<file path="src/rtl/vga_scanout_if.sv">
// Frame-buffer read port (port 2) between the scanout engine and video memory.
//   vmem_out_addr : 20-bit byte address, driven by the scanout (master)
//   vmem_out_data : 8-bit RGB332 read data, returned by memory (slave),
//                   valid 2 clk after the address changes
interface vga_scanout_if;
  logic [19:0] vmem_out_addr;
  logic [7:0]  vmem_out_data;

  modport master (output vmem_out_addr, input vmem_out_data);
  modport slave  (input vmem_out_addr, output vmem_out_data);
endinterface

</file>
<file path="src/rtl/vga_scanout.sv">
// VGA scanout for a 640x240x8 RGB332 frame buffer, shown as 640x480@60 with
// each stored line displayed twice. One pixel slot is 4 clk of the 100 MHz clock.
// Ports:
//   clk, rst      : system clock, synchronous active-low reset
//   en            : scanout enable; low holds the block idle as in reset
//   vmem          : frame-buffer read port (address out, data in)
//   vga_r/g/b     : registered colour (RGB332 split 3/3/2)
//   vga_hs/vga_vs : registered active-low syncs, aligned with colour
//   vblank        : high while the current line is past the visible area
//   frame_start   : one-clk pulse with the outputs of the last pixel of a frame
module vga_scanout #(
  parameter int H_VIS  = 640,
  parameter int H_FP   = 16,
  parameter int H_SYNC = 96,
  parameter int H_BP   = 48,
  parameter int V_VIS  = 480,
  parameter int V_FP   = 10,
  parameter int V_SYNC = 2,
  parameter int V_BP   = 33
) (
  input  logic                 clk,
  input  logic                 rst,
  input  logic                 en,
  vga_scanout_if.master        vmem,
  output logic [2:0]           vga_r,
  output logic [2:0]           vga_g,
  output logic [1:0]           vga_b,
  output logic                 vga_hs,
  output logic                 vga_vs,
  output logic                 vblank,
  output logic                 frame_start
);

  localparam int H_TOTAL = H_VIS + H_FP + H_SYNC + H_BP;
  localparam int V_TOTAL = V_VIS + V_FP + V_SYNC + V_BP;
  localparam int HW      = $clog2(H_TOTAL);
  localparam int VW      = $clog2(V_TOTAL);

  localparam logic [HW-1:0] H_LAST  = HW'(H_TOTAL - 1);
  localparam logic [HW-1:0] H_VISC  = HW'(H_VIS);
  localparam logic [HW-1:0] HS_BEG  = HW'(H_VIS + H_FP);
  localparam logic [HW-1:0] HS_END  = HW'(H_VIS + H_FP + H_SYNC);
  localparam logic [VW-1:0] V_LAST  = VW'(V_TOTAL - 1);
  localparam logic [VW-1:0] V_VISC  = VW'(V_VIS);
  localparam logic [VW-1:0] VS_BEG  = VW'(V_VIS + V_FP);
  localparam logic [VW-1:0] VS_END  = VW'(V_VIS + V_FP + V_SYNC);
  localparam logic [19:0]   LB_STEP = 20'(H_VIS);

  logic [1:0]    r_div;
  logic [HW-1:0] r_hcnt;
  logic [VW-1:0] r_vcnt;
  logic [19:0]   r_line_base;
  logic [19:0]   r_addr;
  logic [7:0]    r_rgb;
  logic          r_hs;
  logic          r_vs;
  logic          r_vblank;
  logic          r_frame_start;

  logic          w_tick;
  logic          w_h_wrap;
  logic          w_v_wrap;
  logic          w_visible;
  logic          w_hs_n;
  logic          w_vs_n;
  logic          w_vblank;
  logic [HW-1:0] w_hcnt_nxt;
  logic [VW-1:0] w_vcnt_nxt;
  logic [19:0]   w_lb_nxt;
  logic          w_vis_nxt;
  logic [19:0]   w_addr_nxt;

  always_comb begin
    w_tick     = (r_div == 2'd3);
    w_h_wrap   = (r_hcnt == H_LAST);
    w_v_wrap   = (r_vcnt == V_LAST);
    w_visible  = (r_hcnt < H_VISC) && (r_vcnt < V_VISC);
    w_hs_n     = !((r_hcnt >= HS_BEG) && (r_hcnt < HS_END));
    w_vs_n     = !((r_vcnt >= VS_BEG) && (r_vcnt < VS_END));
    w_vblank   = (r_vcnt >= V_VISC);

    w_hcnt_nxt = r_hcnt + HW'(1);
    w_vcnt_nxt = r_vcnt;
    w_lb_nxt   = r_line_base;
    if (w_h_wrap) begin
      w_hcnt_nxt = '0;
      w_vcnt_nxt = w_v_wrap ? '0 : r_vcnt + VW'(1);
      // Base advances only after the second copy of a stored line.
      if (w_v_wrap)
        w_lb_nxt = '0;
      else if (r_vcnt[0] && (r_vcnt < V_VISC))
        w_lb_nxt = r_line_base + LB_STEP;
    end

    // Address register is loaded with the address of the slot being entered,
    // so it is stable for the whole 4-clk slot before data is sampled.
    w_vis_nxt  = (w_hcnt_nxt < H_VISC) && (w_vcnt_nxt < V_VISC);
    w_addr_nxt = w_vis_nxt ? (w_lb_nxt + 20'(w_hcnt_nxt)) : '0;
  end

  always_ff @(posedge clk) begin
    if (!rst || !en) begin
      r_div         <= '0;
      r_hcnt        <= '0;
      r_vcnt        <= '0;
      r_line_base   <= '0;
      r_addr        <= '0;
      r_rgb         <= '0;
      r_hs          <= 1'b1;
      r_vs          <= 1'b1;
      r_vblank      <= 1'b0;
      r_frame_start <= 1'b0;
    end else begin
      r_div         <= r_div + 2'd1;
      r_frame_start <= 1'b0;
      if (w_tick) begin
        r_hcnt        <= w_hcnt_nxt;
        r_vcnt        <= w_vcnt_nxt;
        r_line_base   <= w_lb_nxt;
        r_addr        <= w_addr_nxt;
        r_rgb         <= w_visible ? vmem.vmem_out_data : '0;
        r_hs          <= w_hs_n;
        r_vs          <= w_vs_n;
        r_vblank      <= w_vblank;
        r_frame_start <= w_h_wrap && w_v_wrap;
      end
    end
  end

  assign vmem.vmem_out_addr = r_addr;
  assign vga_r       = r_rgb[7:5];
  assign vga_g       = r_rgb[4:2];
  assign vga_b       = r_rgb[1:0];
  assign vga_hs      = r_hs;
  assign vga_vs      = r_vs;
  assign vblank      = r_vblank;
  assign frame_start = r_frame_start;

endmodule

</file>
<file path="src/flat_wrapper.sv">
// flat-port wrapper written by rule: the top's interface ports become plain ports
module vga_scanout_flat 
#(
  parameter int H_VIS  = 640,
  parameter int H_FP   = 16,
  parameter int H_SYNC = 96,
  parameter int H_BP   = 48,
  parameter int V_VIS  = 480,
  parameter int V_FP   = 10,
  parameter int V_SYNC = 2,
  parameter int V_BP   = 33
)
  (clk, rst, en, vga_r, vga_g, vga_b, vga_hs, vga_vs, vblank, frame_start, vmem_vmem_out_addr, vmem_vmem_out_data);
  vga_scanout_if vmem_i ();
  input  logic clk;
  input  logic rst;
  input  logic en;
  output logic [2:0] vga_r;
  output logic [2:0] vga_g;
  output logic [1:0] vga_b;
  output logic vga_hs;
  output logic vga_vs;
  output logic vblank;
  output logic frame_start;
  output wire logic [$bits(vmem_i.vmem_out_addr)-1:0] vmem_vmem_out_addr;
  input wire logic [$bits(vmem_i.vmem_out_data)-1:0] vmem_vmem_out_data;
  assign vmem_vmem_out_addr = vmem_i.vmem_out_addr;
  assign vmem_i.vmem_out_data = vmem_vmem_out_data;
  vga_scanout #(.H_VIS(H_VIS), .H_FP(H_FP), .H_SYNC(H_SYNC), .H_BP(H_BP), .V_VIS(V_VIS), .V_FP(V_FP), .V_SYNC(V_SYNC), .V_BP(V_BP)) u_core (.clk(clk), .rst(rst), .en(en), .vmem(vmem_i), .vga_r(vga_r), .vga_g(vga_g), .vga_b(vga_b), .vga_hs(vga_hs), .vga_vs(vga_vs), .vblank(vblank), .frame_start(frame_start));
endmodule
</file>
<file path="config.mk">
export PLATFORM = sky130hd
export DESIGN_NAME = vga_scanout_flat
export DESIGN_NICKNAME = d
export VERILOG_FILES = /design/src/rtl/vga_scanout_if.sv /design/src/rtl/vga_scanout.sv /design/src/flat_wrapper.sv
export SDC_FILE = /design/constraint.sdc
export NUM_CORES = 1
export LEC_CHECK = 0
export CORE_ASPECT_RATIO = 0.8
export CORE_MARGIN = 1
export CORE_UTILIZATION = 40
export CTS_BUF_LIST = sky130_fd_sc_hd__clkbuf_16
export CTS_CLUSTER_DIAMETER = 30
export DETAILED_ROUTE_END_ITERATION = 10
export PLACE_DENSITY_LB_ADDON = 0.08
export SLEW_MARGIN = 20
export SYNTH_ARGS = -nofsm -noshare
export SYNTH_HDL_FRONTEND = slang
export SYNTH_SLANG_ARGS = --single-unit
</file>
<file path="constraint.sdc">
create_clock -name clk -period 9.8 [get_ports clk]
set_clock_uncertainty 0.15 [all_clocks]
set_input_delay 1.96 -clock clk [delete_from_list [all_inputs] [get_ports clk]]
set_output_delay 1.96 -clock clk [all_outputs]
set_load 0.02 [all_outputs]
</file>
== Word level (Yosys, flattened, before mapping) ==
Cells that the tools add are included.
Widths: inputs -> output; s select.
Cells by class
  multiplexer cells: 8
  $add $sub $neg: 5
  eq/ne operators: 3
  order comparisons: 9
  bitwise operators: 1
  reduce and logical (&&, ||, !) cells: 12
Operator list (number)
  $mux 20: 4
  $lt 10x10->1 const B: 3
  $lt 10x9->1 const B: 3
  $mux 10: 3
  $add 10x1->10 const B: 2
  $add 20x10->20: 1
  $add 20x10->20 const B: 1
  $eq 10x10->1 const B: 2
  $ge 10x9->1 const B: 2
  $ge 10x10->1 const B: 1
  $mux 8: 1
  $logic_and 1x1->1: 6
  $logic_not 1->1: 4
  $add 2x1->2 const B: 1
  $eq 2x2->1 const B: 1
  $reduce_or 2->1: 1
  $logic_or 1x1->1: 1
  $not 1->1: 1
Storage, ports and cells
  register bits after elaboration: 74
  word-level logic and storage cells: 48
  output and inout bits: 32
  bits of input ports: 11

== Depth between registers and ports, before layout ==
  depth after elaboration: 7
  depth in mapped cells: 18
  depth with buffers taken out: 17

== Worst setup path after synthesis ==
OpenSTA, ideal clock, no wires.
  path kind: register -> register
  start: register u_core.r_hcnt[0]
  end: register u_core.r_addr[19], in the netlist u_core.vmem.vmem_out_addr[19]
  cell stages (with the launch flop): 16
  clock period less this slack: 3929 ps
  path slack: 5871 ps
  arrival: 3658 ps
  path through: dfxtp_1 -> ha_1 -> nand3_1 -> nor3_1 -> nand2_2 -> clkbuf_1 -> and2_1 -> ha_1 -> or2_2 -> a21oi_1 -> nor3b_1 -> a311oi_1 -> nor2_4 -> nand4_1 -> xor2_1 -> o21ai_2
On the way
  elaborated cells on any way between the ends: 10
RTL lines
  start, declared: RTL line vga_scanout.sv:50  | logic [HW-1:0] r_hcnt;
  start signal, assigned: RTL line vga_scanout.sv:117  | r_hcnt <= w_hcnt_nxt;
  $eq 10x10->1: RTL line vga_scanout.sv:75  | w_h_wrap = (r_hcnt == H_LAST);
  $mux 20: RTL line vga_scanout.sv:85  | if (w_h_wrap) begin
  named net u_core.w_lb_nxt[5]: RTL line vga_scanout.sv:69  | logic [19:0] w_lb_nxt;
  $add 20x10->20: RTL line vga_scanout.sv:98  | w_addr_nxt = w_vis_nxt ? (w_lb_nxt + 20'(w_hcnt_nxt)) : '0;
  $mux 20: RTL line vga_scanout.sv:98
  end signal, assigned: RTL line vga_scanout.sv:120  | r_addr <= w_addr_nxt;
  end, declared: RTL line vga_scanout.sv:53  | logic [19:0] r_addr;
The timed path passes the listed nets, and every way through them passes these cells.
A chain may end at the register's enable or synchronous reset.

== Worst setup path in the final report ==
Same ends and word-level chain as after synthesis.

==> impl_metrics.csv <==
group,metric,value,unit
clock_network,cts.htree.levels,3,
clock_network,postCtsHoldBufs,0,
floorplanning,die_area,10800,sq um
clock_network,cts_tree,"built",
logic_synthesis,mappedNetlistNets,541,
worst_setup_path,crit_path_top_delay_cell,"nor3_1",
floorplanning,std_cell_rows,32,
detailed_routing,first_pass_iters,5,
power_and_ir_drop,internal_power,527,uW
logic_synthesis,synth_cell_type_count,64,
run_status,status,"finished clean",
worst_setup_path,cp_common_cell,"ha_1",
detailed_routing,drc,0,
detailed_routing,routedWlPerCell,14.8,microns
power_and_ir_drop,p_sw,134,uW
logic_synthesis,yosysSeqAreaShare,35.7,%
place,hpwl,7.22,mm
logic_synthesis,muxShareOfSynthArea,2.20,%
clock_network,cts_setup_buffers,0,
logic_synthesis,syn_area_per_cell,8.09,sq um
logic_synthesis,synth_simple_gate_area_share,29.2,%
cells_and_area,antenna_cells,0,
cells_and_area,postLayoutCoreUtil,50.4,%
worst_setup_path,crit_path_start_kind,"flop",
global_routing,antenna_found_initial,0,
cells_and_area,multiInputGateArea,2510,sq um
floorplanning,die_height,93.1,microns
logic_synthesis,yosys_warnings,0,
min_path,hp-class,"flop to flop",
logic_synthesis,synth_compound_gate_area_share,14.7,%
cells_and_area,fin_nets,570,
timing,slew-limit-headroom,32.4,%
floorplanning,io_pins,43,
cells_and_area,drive_above_1_share,6.95,%
timing,finalSetupViolCount,0,
clock_network,root_buffer,"clkbuf_16",
power_and_ir_drop,p_clk_share,52.3,%
worst_setup_path,critPathRequiredTime,9.86,ns
detailed_routing,ant_nets,0,
worst_setup_path,worstSetupPathType,"flop to flop",
logic_synthesis,synth_seq_cells,74,
clock_network,cts_buffer_depth,2,
worst_setup_path,cp-end-kind,"flop",
global_routing,grt_usage,20.6,%
detailed_routing,via_count,3674,
timing,min_period_over_period,47.3,%
power_and_ir_drop,cellLeakagePower,0.00174,uW
detailed_routing,routed_wl,10.1,mm
floorplanning,die_w,116,microns
logic_synthesis,synthAdderAreaFrac,5.31,%
place,placed_area,4650,sq um
detailed_routing,via_per_inst,5.38,
power_and_ir_drop,power_density,133,nW/um^2
cells_and_area,fillers,990,
flow_run,max_cap_violations,0,
power_and_ir_drop,combPwrFrac,2.0,%
clock_network,cts-resized-gates,0,
clock_network,numCtsBuffers,9,
timing,slew_viol_final,0,
cells_and_area,final-seq-area,1480,sq um
timing,period_minus_slack,4.64,ns
detailed_routing,drt_iter0_drc,170,
worst_setup_path,crit_chain,"ha_1 -> nand3_1 -> nor3_1 -> nand2_2 -> and2_1 -> ha_1 -> o211ai_1 -> o211a_1 -> nor3b_1 -> a311oi_1 -> nor2_4 -> nand4_1 -> xor2_1 -> o21ai_2",
clock_network,insertion_delay,0.33,ns
floorplanning,fp.coreArea,9850,sq um
logic_synthesis,synth_top_family_by_area,"simple AND/OR/NAND/NOR gates",
cells_and_area,mostFrequentLayoutCells,"nor2_1 (79), dfxtp_1 (74), nand2_1 (46)",
logic_synthesis,syn_inst,513,
global_routing,grt.overflow.total,0,
logic_synthesis,synthXorXnorAreaFrac,8.86,%
logic_synthesis,syn_area,4150,sq um
cells_and_area,area_growth,19.5,%
place,place_congestion,0.864,
floorplanning,initial_utilization,42.1,%
cells_and_area,layout_commonest_cell,"nor2_1",
power_and_ir_drop,ir_drop,0.0884,mV
global_routing,grt_max_degree,51,
timing,worst_slew_pin_slew,1.01,ns
timing,fmax,216,MHz
worst_setup_path,path_max_fanout,19,
place,port_buffers,42,
timing,finalHoldViolCount,0,
logic_synthesis,ys.flop_type,"dfxtp_1",
worst_setup_path,cp_data_arrival_time,4.70,ns
timing,setup_tns,0,ns
logic_synthesis,synthArstFlopShare,0,%
logic_synthesis,synth_edf_count,0,
clock_network,cts_sinks,74,
clock_network,clkTransAtPathRegs,0.06,ns
global_routing,grt_pass1_vias,3527,
power_and_ir_drop,p_sw_share,20.3,%
timing,rsz0062_at_grt,"no",
worst_setup_path,max_stage_delay,0.65,ns
power_and_ir_drop,seqPwrFrac,45.6,%
cells_and_area,finalInstanceArea,4960,sq um
global_routing,grt_first_pass_wirelength,17.3,mm
final timing paths:
kind / start / endpoint / slack, ns / depth (start not counted)
max: u_core.r_hcnt[0]$_SDFFE_PP0N_ / u_core.vmem.vmem_out_addr[19]$_SDFFE_PP0N_ / 5.16 / 14
min: u_core.r_div[0]$_SDFF_PP0_ / u_core.r_div[0]$_SDFF_PP0_ / 0.27 / 1
max reg2reg: u_core.r_hcnt[0]$_SDFFE_PP0N_ / u_core.vmem.vmem_out_addr[19]$_SDFFE_PP0N_ / 5.16 / 14
min reg2reg: u_core.r_div[0]$_SDFF_PP0_ / u_core.r_div[0]$_SDFF_PP0_ / 0.27 / 1
synthesized netlist by cell type (3+ instances only):
library cell,instances,share of area [%]
ha_1,16,4.8
o21a_1,4,0.72
and3_1,7,1.1
nor2_1,79,7.1
a211oi_1,3,0.54
o21ai_2,3,0.63
xnor2_1,19,4.0
and4_1,3,0.63
inv_1,10,0.90
o21ai_1,3,0.36
mux2i_1,8,1.9
nand3_1,28,3.4
nand2_1,47,4.3
buf_2,3,0.36
o21ai_0,16,1.9
or3_1,5,0.75
xor2_1,23,4.9
a21oi_1,26,3.1
or2_2,4,0.60
dfxtp_1,74,36
and2_1,15,2.3
nand2b_1,4,0.60
a22oi_1,18,3.3
clkbuf_1,19,1.7
nand4_1,6,0.90
a21o_1,5,0.90
nand4b_1,3,0.63
nor3_1,15,1.8
worst max-delay path: cells and delay by family, from the launching register on:
family,cells,cell delay (ns)
DFF,1,0.42
AOI/OAI and AO/OA,4,0.67
xor gates and xnor gates,1,0.20
adders and majority gates,2,0.63
and+or+nand+nor,7,2.42
logic make-up (layout without fill, tap and decap cells):
logic type	after synthesis	in the layout
adders and majority gates	17	17
xor gates and xnor gates	42	42
DFF	74	74
muxes	9	9
and+or+nand+nor	239	239
buffers and inverters	38	72
AOI/OAI and AO/OA	94	94
per-stage QoR:
stage	hold WS (ns)	worst slack, ns	cells	power, uW
after global routing	0.300	4.74	683	680
after floorplan	0.249	5.87	513	314
after global placement	0.262	5.43	667	322
after detailed placement	0.271	5.28	667	322
after CTS	0.280	5.26	683	670
final	0.271	5.16	683	661
metal layers:
layer	wire (microns)	up-vias	share of wire, %	track usage, %
met5	0	-	0	0
met1	4930	1734	49	27.4
met4	184	0	1.8	6.94
li1	-	1853	-	-
met2	4570	71	45	32.5
met3	416	16	4.1	4.67
power groups by stage:
| stage | Sequential, uW | Clock, uW | Combinational, uW |
|---|---|---|---|
| after global routing | 302 | 364 | 14.9 |
| after CTS | 302 | 355 | 13.6 |
| after floorplan | 308 | 0 | 5.94 |
| after detailed placement | 308 | 0 | 13.5 |
| after global placement | 308 | 0 | 13.5 |
| final | 302 | 346 | 13.3 |
sequential cells by signal (all words and copies together) (netlist names):
signal / count
u_core.vmem.vmem_out_addr: 20
u_core.vblank: 1
u_core.r_vcnt: 10
u_core.r_hcnt: 10
u_core.vga_vs: 1
u_core.r_line_base: 20
u_core.r_rgb: 8
u_core.r_div: 2
u_core.frame_start: 1
u_core.vga_hs: 1
final cells by class:
cell class | count | area share (%)
multi-input combinational | 401 | 50.6
sequential | 74 | 29.9
timing repair buffer | 46 | 9.08
clock buffer | 9 | 4.54
tap | 136 | 3.43
clock inverter | 7 | 1.72
inverter | 10 | 0.757
Power figures use the tool's default switching activity.
